--- config.mk ---
export PLATFORM = sky130hd
export DESIGN_NAME = frac_bcd_serializer_flat
export DESIGN_NICKNAME = d
export VERILOG_FILES = /design/src/rtl/frac_bcd_serializer_pkg.sv /design/src/rtl/frac_bcd_serializer_if.sv /design/src/rtl/frac_bcd_serializer_digit_step.sv /design/src/rtl/frac_bcd_serializer.sv /design/src/flat_wrapper.sv
export SDC_FILE = /design/constraint.sdc
export NUM_CORES = 1
export LEC_CHECK = 0
export ABC_CLOCK_PERIOD_IN_PS = 3500
export CAP_MARGIN = 20
export CORE_ASPECT_RATIO = 1.2
export CORE_UTILIZATION = 56
export CTS_BUF_LIST = sky130_fd_sc_hd__clkbuf_4
export CTS_CLUSTER_SIZE = 40
export DETAILED_ROUTE_END_ITERATION = 16
export GPL_TIMING_DRIVEN = 0
export PLACE_DENSITY = 0.89
export SLEW_MARGIN = 10
export SYNTH_ARGS = -nofsm -noshare
export SYNTH_HDL_FRONTEND = slang
export SYNTH_SLANG_ARGS = --single-unit
--- constraint.sdc ---
create_clock -name iCLK -period 3.5 [get_ports iCLK]
set_input_delay 0.7 -clock iCLK [delete_from_list [all_inputs] [get_ports iCLK]]
set_output_delay 0.7 -clock iCLK [all_outputs]
set_load 0.01 [all_outputs]
--- src/rtl/frac_bcd_serializer_pkg.sv ---
// -----------------------------------------------------------------------------
// frac_bcd_serializer_pkg
// Shared constants and types for the fraction-to-BCD serializer: FSM state
// encoding, digit width, decimal base and a counter-width helper.
// No ports (package).
// -----------------------------------------------------------------------------
package frac_bcd_serializer_pkg;

  localparam int DIGIT_W  = 4;
  localparam int DEC_BASE = 10;

  typedef enum logic [2:0] {
    S_IDLE  = 3'd0,
    S_CONV  = 3'd1,
    S_RND   = 3'd2,
    S_CARRY = 3'd3,
    S_FIN   = 3'd4
  } state_t;

  // A single-digit converter still needs a 1-bit counter.
  function automatic int cnt_width(input int n_digits);
    return (n_digits > 1) ? $clog2(n_digits) : 1;
  endfunction

endpackage

--- src/rtl/frac_bcd_serializer_if.sv ---
// -----------------------------------------------------------------------------
// frac_bcd_serializer_if
// Start/busy/done handshake plus data buses of the fraction-to-BCD serializer.
//   iSTART   master->slave  conversion request
//   iFRAC    master->slave  binary fraction 0.F
//   oBUSY    slave->master  converter active
//   oDONE    slave->master  one-cycle result-valid pulse
//   oDIGITS  slave->master  BCD digits, digit k at [4k+3:4k], k=0 = tenths
//   oCARRY   slave->master  rounding overflowed to 1.000...
// -----------------------------------------------------------------------------
interface frac_bcd_serializer_if #(
  parameter int FRAC_W   = 15,
  parameter int N_DIGITS = 7
);

  logic                  iSTART;
  logic [FRAC_W-1:0]     iFRAC;
  logic                  oBUSY;
  logic                  oDONE;
  logic [4*N_DIGITS-1:0] oDIGITS;
  logic                  oCARRY;

  modport master (
    output iSTART, iFRAC,
    input  oBUSY, oDONE, oDIGITS, oCARRY
  );

  modport slave (
    input  iSTART, iFRAC,
    output oBUSY, oDONE, oDIGITS, oCARRY
  );

endinterface

--- src/rtl/frac_bcd_serializer_digit_step.sv ---
// -----------------------------------------------------------------------------
// frac_bcd_serializer_digit_step
// Combinational x10 step of a binary fraction: the integer part of rem*10 is
// the next decimal digit, the fractional part is the new remainder.
//   i_rem       in   FRAC_W   current remainder
//   o_digit     out  4        next decimal digit (always 0..9)
//   o_rem_next  out  FRAC_W   remainder after the step
// -----------------------------------------------------------------------------
module frac_bcd_serializer_digit_step
  import frac_bcd_serializer_pkg::*;
#(
  parameter int FRAC_W = 15
) (
  input  logic [FRAC_W-1:0]  i_rem,
  output logic [DIGIT_W-1:0] o_digit,
  output logic [FRAC_W-1:0]  o_rem_next
);

  logic [FRAC_W+DIGIT_W-1:0] w_ext;
  logic [FRAC_W+DIGIT_W-1:0] w_prod;

  // rem*10 as rem*8 + rem*2; 4 extra bits hold the product without overflow.
  assign w_ext      = {{DIGIT_W{1'b0}}, i_rem};
  assign w_prod     = (w_ext << 3) + (w_ext << 1);
  assign o_digit    = w_prod[FRAC_W+DIGIT_W-1:FRAC_W];
  assign o_rem_next = w_prod[FRAC_W-1:0];

endmodule

--- src/rtl/frac_bcd_serializer.sv ---
// -----------------------------------------------------------------------------
// frac_bcd_serializer
// Converts an unsigned binary fraction 0.F into N_DIGITS decimal BCD digits,
// one digit per clock, with optional round-half-up on the last digit.
//   iCLK    in   clock, rising edge
//   iRST_N  in   asynchronous active-low reset
//   bus     slave modport of frac_bcd_serializer_if (start/busy/done, data)
//
// state | meaning
// IDLE  | waiting for iSTART, results held
// CONV  | produce digit[cnt] from rem*10
// RND   | compute guard digit, decide whether to round up
// CARRY | increment digit[cnt], rippling toward tenths on 9
// FIN   | oDONE pulse, results valid
// -----------------------------------------------------------------------------
module frac_bcd_serializer
  import frac_bcd_serializer_pkg::*;
#(
  parameter int FRAC_W   = 15,
  parameter int N_DIGITS = 7,
  parameter int ROUND    = 1
) (
  input logic                  iCLK,
  input logic                  iRST_N,
  frac_bcd_serializer_if.slave bus
);

  localparam int                 CNT_W      = cnt_width(N_DIGITS);
  localparam logic [CNT_W-1:0]   CNT_LAST   = CNT_W'(N_DIGITS - 1);
  localparam logic [DIGIT_W-1:0] DIGIT_MAX  = DIGIT_W'(DEC_BASE - 1);
  localparam logic [DIGIT_W-1:0] GUARD_HALF = DIGIT_W'(DEC_BASE / 2);

  state_t                             r_state;
  logic [FRAC_W-1:0]                  r_rem;
  logic [CNT_W-1:0]                   r_cnt;
  logic [N_DIGITS-1:0][DIGIT_W-1:0]   r_digits;
  logic                               r_busy;
  logic                               r_done;
  logic                               r_carry;

  logic [DIGIT_W-1:0]                 w_digit;
  logic [FRAC_W-1:0]                  w_rem_next;

  // Shared between CONV (real digits) and RND (guard digit from the final rem).
  frac_bcd_serializer_digit_step #(
    .FRAC_W (FRAC_W)
  ) u_step (
    .i_rem      (r_rem),
    .o_digit    (w_digit),
    .o_rem_next (w_rem_next)
  );

  // oBUSY/oDONE are registered alongside the state so they are exact decodes
  // of the next state: busy whenever not IDLE, done only in FIN.
  always_ff @(posedge iCLK or negedge iRST_N) begin
    if (!iRST_N) begin
      r_state  <= S_IDLE;
      r_rem    <= '0;
      r_cnt    <= '0;
      r_digits <= '0;
      r_busy   <= 1'b0;
      r_done   <= 1'b0;
      r_carry  <= 1'b0;
    end else begin
      case (r_state)
        S_IDLE: begin
          if (bus.iSTART) begin
            r_rem    <= bus.iFRAC;
            r_cnt    <= '0;
            r_digits <= '0;
            r_carry  <= 1'b0;
            r_busy   <= 1'b1;
            r_state  <= S_CONV;
          end
        end

        S_CONV: begin
          r_digits[r_cnt] <= w_digit;
          r_rem           <= w_rem_next;
          if (r_cnt == CNT_LAST) begin
            if (ROUND != 0) begin
              r_state <= S_RND;
            end else begin
              r_done  <= 1'b1;
              r_state <= S_FIN;
            end
          end else begin
            r_cnt <= r_cnt + CNT_W'(1);
          end
        end

        S_RND: begin
          if (w_digit >= GUARD_HALF) begin
            r_cnt   <= CNT_LAST;
            r_state <= S_CARRY;
          end else begin
            r_done  <= 1'b1;
            r_state <= S_FIN;
          end
        end

        // Least significant digit first; the first non-9 digit absorbs the carry.
        S_CARRY: begin
          if (r_digits[r_cnt] == DIGIT_MAX) begin
            r_digits[r_cnt] <= '0;
            if (r_cnt == '0) begin
              r_carry <= 1'b1;
              r_done  <= 1'b1;
              r_state <= S_FIN;
            end else begin
              r_cnt <= r_cnt - CNT_W'(1);
            end
          end else begin
            r_digits[r_cnt] <= r_digits[r_cnt] + DIGIT_W'(1);
            r_done          <= 1'b1;
            r_state         <= S_FIN;
          end
        end

        S_FIN: begin
          r_done  <= 1'b0;
          r_busy  <= 1'b0;
          r_state <= S_IDLE;
        end

        default: begin
          r_done  <= 1'b0;
          r_busy  <= 1'b0;
          r_state <= S_IDLE;
        end
      endcase
    end
  end

  assign bus.oBUSY   = r_busy;
  assign bus.oDONE   = r_done;
  assign bus.oDIGITS = r_digits;
  assign bus.oCARRY  = r_carry;

endmodule

--- src/flat_wrapper.sv ---
// flat-port wrapper written by rule: the top's interface ports become plain ports
module frac_bcd_serializer_flat import frac_bcd_serializer_pkg::*;
#(
  parameter int FRAC_W   = 15,
  parameter int N_DIGITS = 7,
  parameter int ROUND    = 1
)
  (iCLK, iRST_N, bus_iSTART, bus_iFRAC, bus_oBUSY, bus_oDONE, bus_oDIGITS, bus_oCARRY);
  frac_bcd_serializer_if #(.FRAC_W(FRAC_W), .N_DIGITS(N_DIGITS)) bus_i ();
  input logic iCLK;
  input logic iRST_N;
  input wire logic [$bits(bus_i.iSTART)-1:0] bus_iSTART;
  input wire logic [$bits(bus_i.iFRAC)-1:0] bus_iFRAC;
  output wire logic [$bits(bus_i.oBUSY)-1:0] bus_oBUSY;
  output wire logic [$bits(bus_i.oDONE)-1:0] bus_oDONE;
  output wire logic [$bits(bus_i.oDIGITS)-1:0] bus_oDIGITS;
  output wire logic [$bits(bus_i.oCARRY)-1:0] bus_oCARRY;
  assign bus_i.iSTART = bus_iSTART;
  assign bus_i.iFRAC = bus_iFRAC;
  assign bus_oBUSY = bus_i.oBUSY;
  assign bus_oDONE = bus_i.oDONE;
  assign bus_oDIGITS = bus_i.oDIGITS;
  assign bus_oCARRY = bus_i.oCARRY;
  frac_bcd_serializer #(.FRAC_W(FRAC_W), .N_DIGITS(N_DIGITS), .ROUND(ROUND)) u_core (.iCLK(iCLK), .iRST_N(iRST_N), .bus(bus_i));
endmodule
After elaboration in Yosys (flattened, before gate mapping)
Cells that the tools add are included.
- add/sub/neg operators: 4
- $lt $le $gt $ge: 3
- equality and inequality tests: 14
- mux-type cells: 32
- bitwise operators: 4
- reduce and logical (&&, ||, !) cells: 16
- operator list (operator ; number):
    $pmux W28 S3 ; 1
    $bwmux W28 ; 2
    $mux W28 ; 2
    $mux W3 ; 10
    $pmux W15 S2 ; 1
    $and A28 B28 Y28 ; 1
    $not A28 Y28 ; 1
    $pmux W3 S4 ; 2
    $add A18 B16 Y19 ; 1
    $mux W15 ; 1
    $bmux W4 S3 ; 1
    $demux W4 S3 ; 1
    $mux W4 ; 2
    $ne A2 B1 Y1 const B ; 4
    $ne A2 B2 Y1 const B ; 4
    $eq A3 B2 Y1 const B ; 2
    $logic_not A3 Y1 ; 2
    $mux W1 ; 6
    $reduce_and A2 Y1 ; 3
    $reduce_and A3 Y1 ; 2
    $reduce_and A6 Y1 ; 1
    $add A4 B1 Y4 const B ; 1
    $eq A4 B4 Y1 const B ; 1
    $ge A4 B3 Y1 const B ; 1
    other kinds (17) ; 20
- bits in registers: 52
- bits of input ports: 18
- output and inout port bits: 31

Logic depth before layout (Yosys ltp)
- depth after elaboration: 8
- gate-level depth with buffers: 13

By module
Synthesis repeated with hierarchy kept, for this count alone.
- cells, all modules: 415
- area total of the unflattened synthesis: 3703.6 um^2
- by module, submodules not included (module ; instances ; cells each ; area an instance (um^2)):
    frac_bcd_serializer ; 1 ; 323 ; 3017.9
    frac_bcd_serializer_digit_step ; 1 ; 92 ; 685.7

Worst setup path before layout
OpenSTA, ideal clock, no wires.
- kind: flip-flop to flip-flop
- from: register u_core.r_rem[2]
- to: register u_core.r_cnt[2]
- library setup time: 0.125 ns
- arrival time: 2.448 ns
- data required time: 3.375 ns
- slack: 0.927 ns
- cell stages (with the launch flop): 13
- buffers on the path: 0
- clock period less this slack: 2.573 ns
- cell sequence: dfrtp_1 ha_1 inv_1 fa_1 nand2b_1 a21oi_1 o21ai_0 a211oi_1 nand2_1 a21boi_2 o211ai_1 o311ai_1 o2bb2ai_1
- word-level cells in the longest chain between the ends: 4
- ends and longest elaborated chain (element ; RTL line ; source):
    start, declared ; frac_bcd_serializer.sv:34 ; logic [FRAC_W-1:0] r_rem;
    start signal, assigned ; frac_bcd_serializer.sv:68 ; r_rem <= bus.iFRAC;
    start signal, assigned ; frac_bcd_serializer.sv:79 ; r_rem <= w_rem_next;
    $add A18 B16 Y19 ; frac_bcd_serializer_digit_step.sv:24 ; assign w_prod = (w_ext << 3) + (w_ext << 1);
    $ge A4 B3 Y1 ; frac_bcd_serializer.sv:93 ; if (w_digit >= GUARD_HALF) begin
    $ne A2 B1 Y1 (no source line) ; -- ;
    $reduce_and A6 Y1 (no source line) ; -- ;
    end signal, assigned ; frac_bcd_serializer.sv:88 ; r_cnt <= r_cnt + CNT_W'(1);
    end signal, assigned ; frac_bcd_serializer.sv:111 ; r_cnt <= r_cnt - CNT_W'(1);
    end, declared ; frac_bcd_serializer.sv:35 ; logic [CNT_W-1:0] r_cnt;
No other way between the ends.
A chain may end at the register's enable or synchronous reset.

Worst setup path after layout
Ends and elaborated chain as after synthesis.

==> flow_summary.ini <==
[critical_path]
cp_max_fo = 3
cp.arrival_ns = 3.35
rr_endpoint = u_core.r_cnt[2]
reg2reg_depth = 12
rr_startpoint = u_core.r_rem[2]
cp-start-kind = register
required_ns = 3.78
worstSetupPathType = reg -> reg
r2r_slack_ns = 0.43
crit_path_end_kind = register

[timing]
fin_crit_ns = 3.07
fmax_ghz = 0.325
rsz0062_at_grt = no
hold_viol = 0
relSlewSlack_pct = 56.4
period_share_pct = 87.8
finalSetupTns_ns = 0
finalSetupViolCount = 0
skew_ns = 0.0173
tightest_slew_ns = 0.652
report.final.slew_viol_count = 0

[floorplanning]
num_io_pins = 49
initial_utilization_pct = 57.8
rows = 31
die-area_sq_um = 6570
core_sq_um = 6050
die_w_microns = 74.2
die_y_microns = 88.6

[power]
p_int_mw = 2.31
seq_power_share_pct = 21.8
clkPwrFrac_pct = 7.6
power.switching_mw = 2.50
vdd_drop_max_v = 0.000740
power_mw = 4.80
p_per_area_nw_per_um2 = 1150
p_sw_share_pct = 51.9
combPwrFrac_pct = 70.6
p_leak_nw = 1.82

[clock_network]
cts_num_sinks = 52
cts_hold_buf = 0
htreeDepth = 2
clk_pin_slew_ns = 0.16
numCtsBuffers = 5
tritoncts = yes
clockRootBuffer = clkbuf_4
postCtsSetupBuffers = 0
clockBufferDepth = 2
postCtsResizedCells = 0
clock_latency_ns = 0.39

[yosys]
synthDistinctLibCells = 62
ys_seq_elements = 52
synth_area_per_cell_sq_um = 8.60
synth-edff-count = 0
synth_top_area_share_pct = 37.2
seq_area_frac_synth_pct = 37.2
ys.flop_type = dfrtp_1
ys.warnings.count = 0
netlist_area_sq_um = 3500
synthTopCellsByArea = dfrtp_1, nand2_1, o21ai_0, ha_1, a21oi_1
yosysTopAreaCell = dfrtp_1
async_flop_share_pct = 100
syn_inst = 407
synth_nets = 442

[run]
cap_violations = 0

[cells_and_area]
antennaDiodeCount = 0
num-fill-cells = 510
area_growth_pct = 19.5
final_nets = 498
register_area_sq_um = 1300
multi_input_area_sq_um = 2060
drive_gt1_share_pct = 7.33

[route]
drt_iter0_drc = 304
wirelength_mm = 9.69
first_pass_iters = 5
via_per_inst = 6.25
vias = 3411
ant_nets = 0
drc = 0
post_drt_wl_per_cell_microns = 17.7

[global_route]
track_usage_pct = 31.7
grt_pass1_vias = 3427
antenna_found_initial = 0
grt_busiest_layer = met2
grt-ovfl-total = 0
grt_max_degree = 28
grt.met2_usage_pct = 54.9
grtUsageMet1_pct = 37.6
grt_pass1_wl_mm = 16.0
met3_usage_pct = 4.33

[placement]
portBuffers = 48
dpl.hpwl_mm = 7.26
gp_routability_congestion = 0.956

[hold_path]
hold_path.class = in -> async

[run_status]
run_status = finished, final reports clean
-- metrics by stage --
step                      setup slack [ns]  util (%)  area, sq um  hold WS, ns  cells
after floorplan                      0.927         -         3500        0.404    407
after global placement               0.258      67.5         4080        0.484    537
after detailed placement             0.511      67.7         4100        0.503    538
after CTS                            0.471      69.1         4180        0.299    546
after global routing                 0.215      69.1         4180        0.319    546
final                                0.426      69.1         4180        0.284    546
-- cells in the mapped netlist (all sizes together) (2+ instances only) --
library cell / instances
fa: 2
nor2: 28
a31oi: 7
o2bb2ai: 2
a21o: 3
nor3: 9
xor2: 6
a2bb2oi: 2
a21boi: 2
o21a: 4
a221oi: 3
xnor2: 5
a21oi: 37
a211oi: 6
and3: 4
nor2b: 3
clkbuf: 12
a22o: 2
nand2b: 8
o21ai: 47
nand3: 11
and2: 3
o22ai: 4
o31ai: 3
inv: 14
mux2i: 9
o211ai: 8
nand2: 73
buf: 5
ha: 15
dfrtp: 52
mux4: 3
-- layout make-up --
type / count / area share (%)
multi-input cells: 323 / 49.3
clock buffers: 6 / 1.08
inverters: 15 / 1.35
clock inverters: 2 / 0.928
well taps: 82 / 2.45
flip-flops and latches: 52 / 31.1
repair buffers: 49 / 11.9
plain buffers: 17 / 1.95
-- worst max-delay path by stage --
stage	endpoint	cells after the start	slack, ns	from
6_report	u_core.r_cnt[2]	12	0.43	u_core.r_rem[2]
5_1_grt	u_core.r_cnt[2]	12	0.21	u_core.r_rem[2]
4_1_cts	u_core.r_cnt[2]	12	0.47	u_core.r_rem[2]
3_5_place_dp	u_core.r_cnt[2]	12	0.51	u_core.r_rem[2]
3_3_place_gp	u_core.r_rem[9]	1	0.26	iRST_N
2_1_floorplan	u_core.r_cnt[2]	12	0.93	u_core.r_rem[2]
-- layout by cell type (no fill, tap or decap), drive strengths merged, types with 4 or more instances in the layout --
| master | netlist | final |
|---|---|---|
| o21a | 4 | 4 |
| clkbuf | 12 | 18 |
| a31oi | 7 | 7 |
| o21ai | 47 | 47 |
| nand2 | 73 | 73 |
| xnor2 | 5 | 5 |
| a211oi | 6 | 6 |
| dfrtp | 52 | 52 |
| a21oi | 37 | 37 |
| and3 | 4 | 4 |
| ha | 15 | 15 |
| o211ai | 8 | 8 |
| nand3 | 11 | 11 |
| mux2i | 9 | 9 |
| o22ai | 4 | 4 |
| nand2b | 8 | 8 |
| clkdlybuf4s50 | 0 | 47 |
| buf | 5 | 7 |
| nor3 | 9 | 9 |
| xor2 | 6 | 6 |
| inv | 14 | 15 |
| nor2 | 28 | 28 |
-- worst max-delay path: stages, from the launching register on --
cell	delay, ns
dfrtp_1	0.43
ha_1	0.19
inv_1	0.05
fa_1	0.37
nand2b_1	0.20
a21oi_1	0.24
o21ai_0	0.21
a211oi_1	0.32
nand2_1	0.14
a21boi_2	0.20
o211ai_1	0.28
o311ai_1	0.17
o2bb2ai_1	0.15
-- cell families after synthesis --
kind of cell / after synthesis / synth area share (%)
AOI/OAI and AO/OA: 138 / 25.7
xor gates and xnor gates: 11 / 2.75
adders and majority gates: 17 / 6.51
buffers and inverters: 32 / 3.93
DFF: 52 / 37.2
muxes: 13 / 4.94
and+or+nand+nor: 144 / 19.0
-- power by group through the flow --
stage	Sequential (mW)	Combinational (mW)	Clock (mW)
final	1.05	3.39	0.363
after global routing	1.07	3.73	0.385
after CTS	1.04	3.32	0.370
after detailed placement	1.06	3.30	0
after global placement	1.04	3.19	0
after floorplan	1.03	2.40	0
-- registers in the layout, indices dropped and copies added (netlist names) --
register            flops
u_core.r_state          3
u_core.bus.oDONE        1
u_core.bus.oBUSY        1
u_core.r_rem           15
u_core.bus.oDIGITS     28
u_core.r_cnt            3
u_core.bus.oCARRY       1
-- layer usage --
layer  up-vias  part of all wire, %
met5         -                    0
met4         0                  4.2
met3        48                  5.8
met2       159                   51
met1      1625                   39
li1       1579                    -
Power figures use the tool's default switching activity.
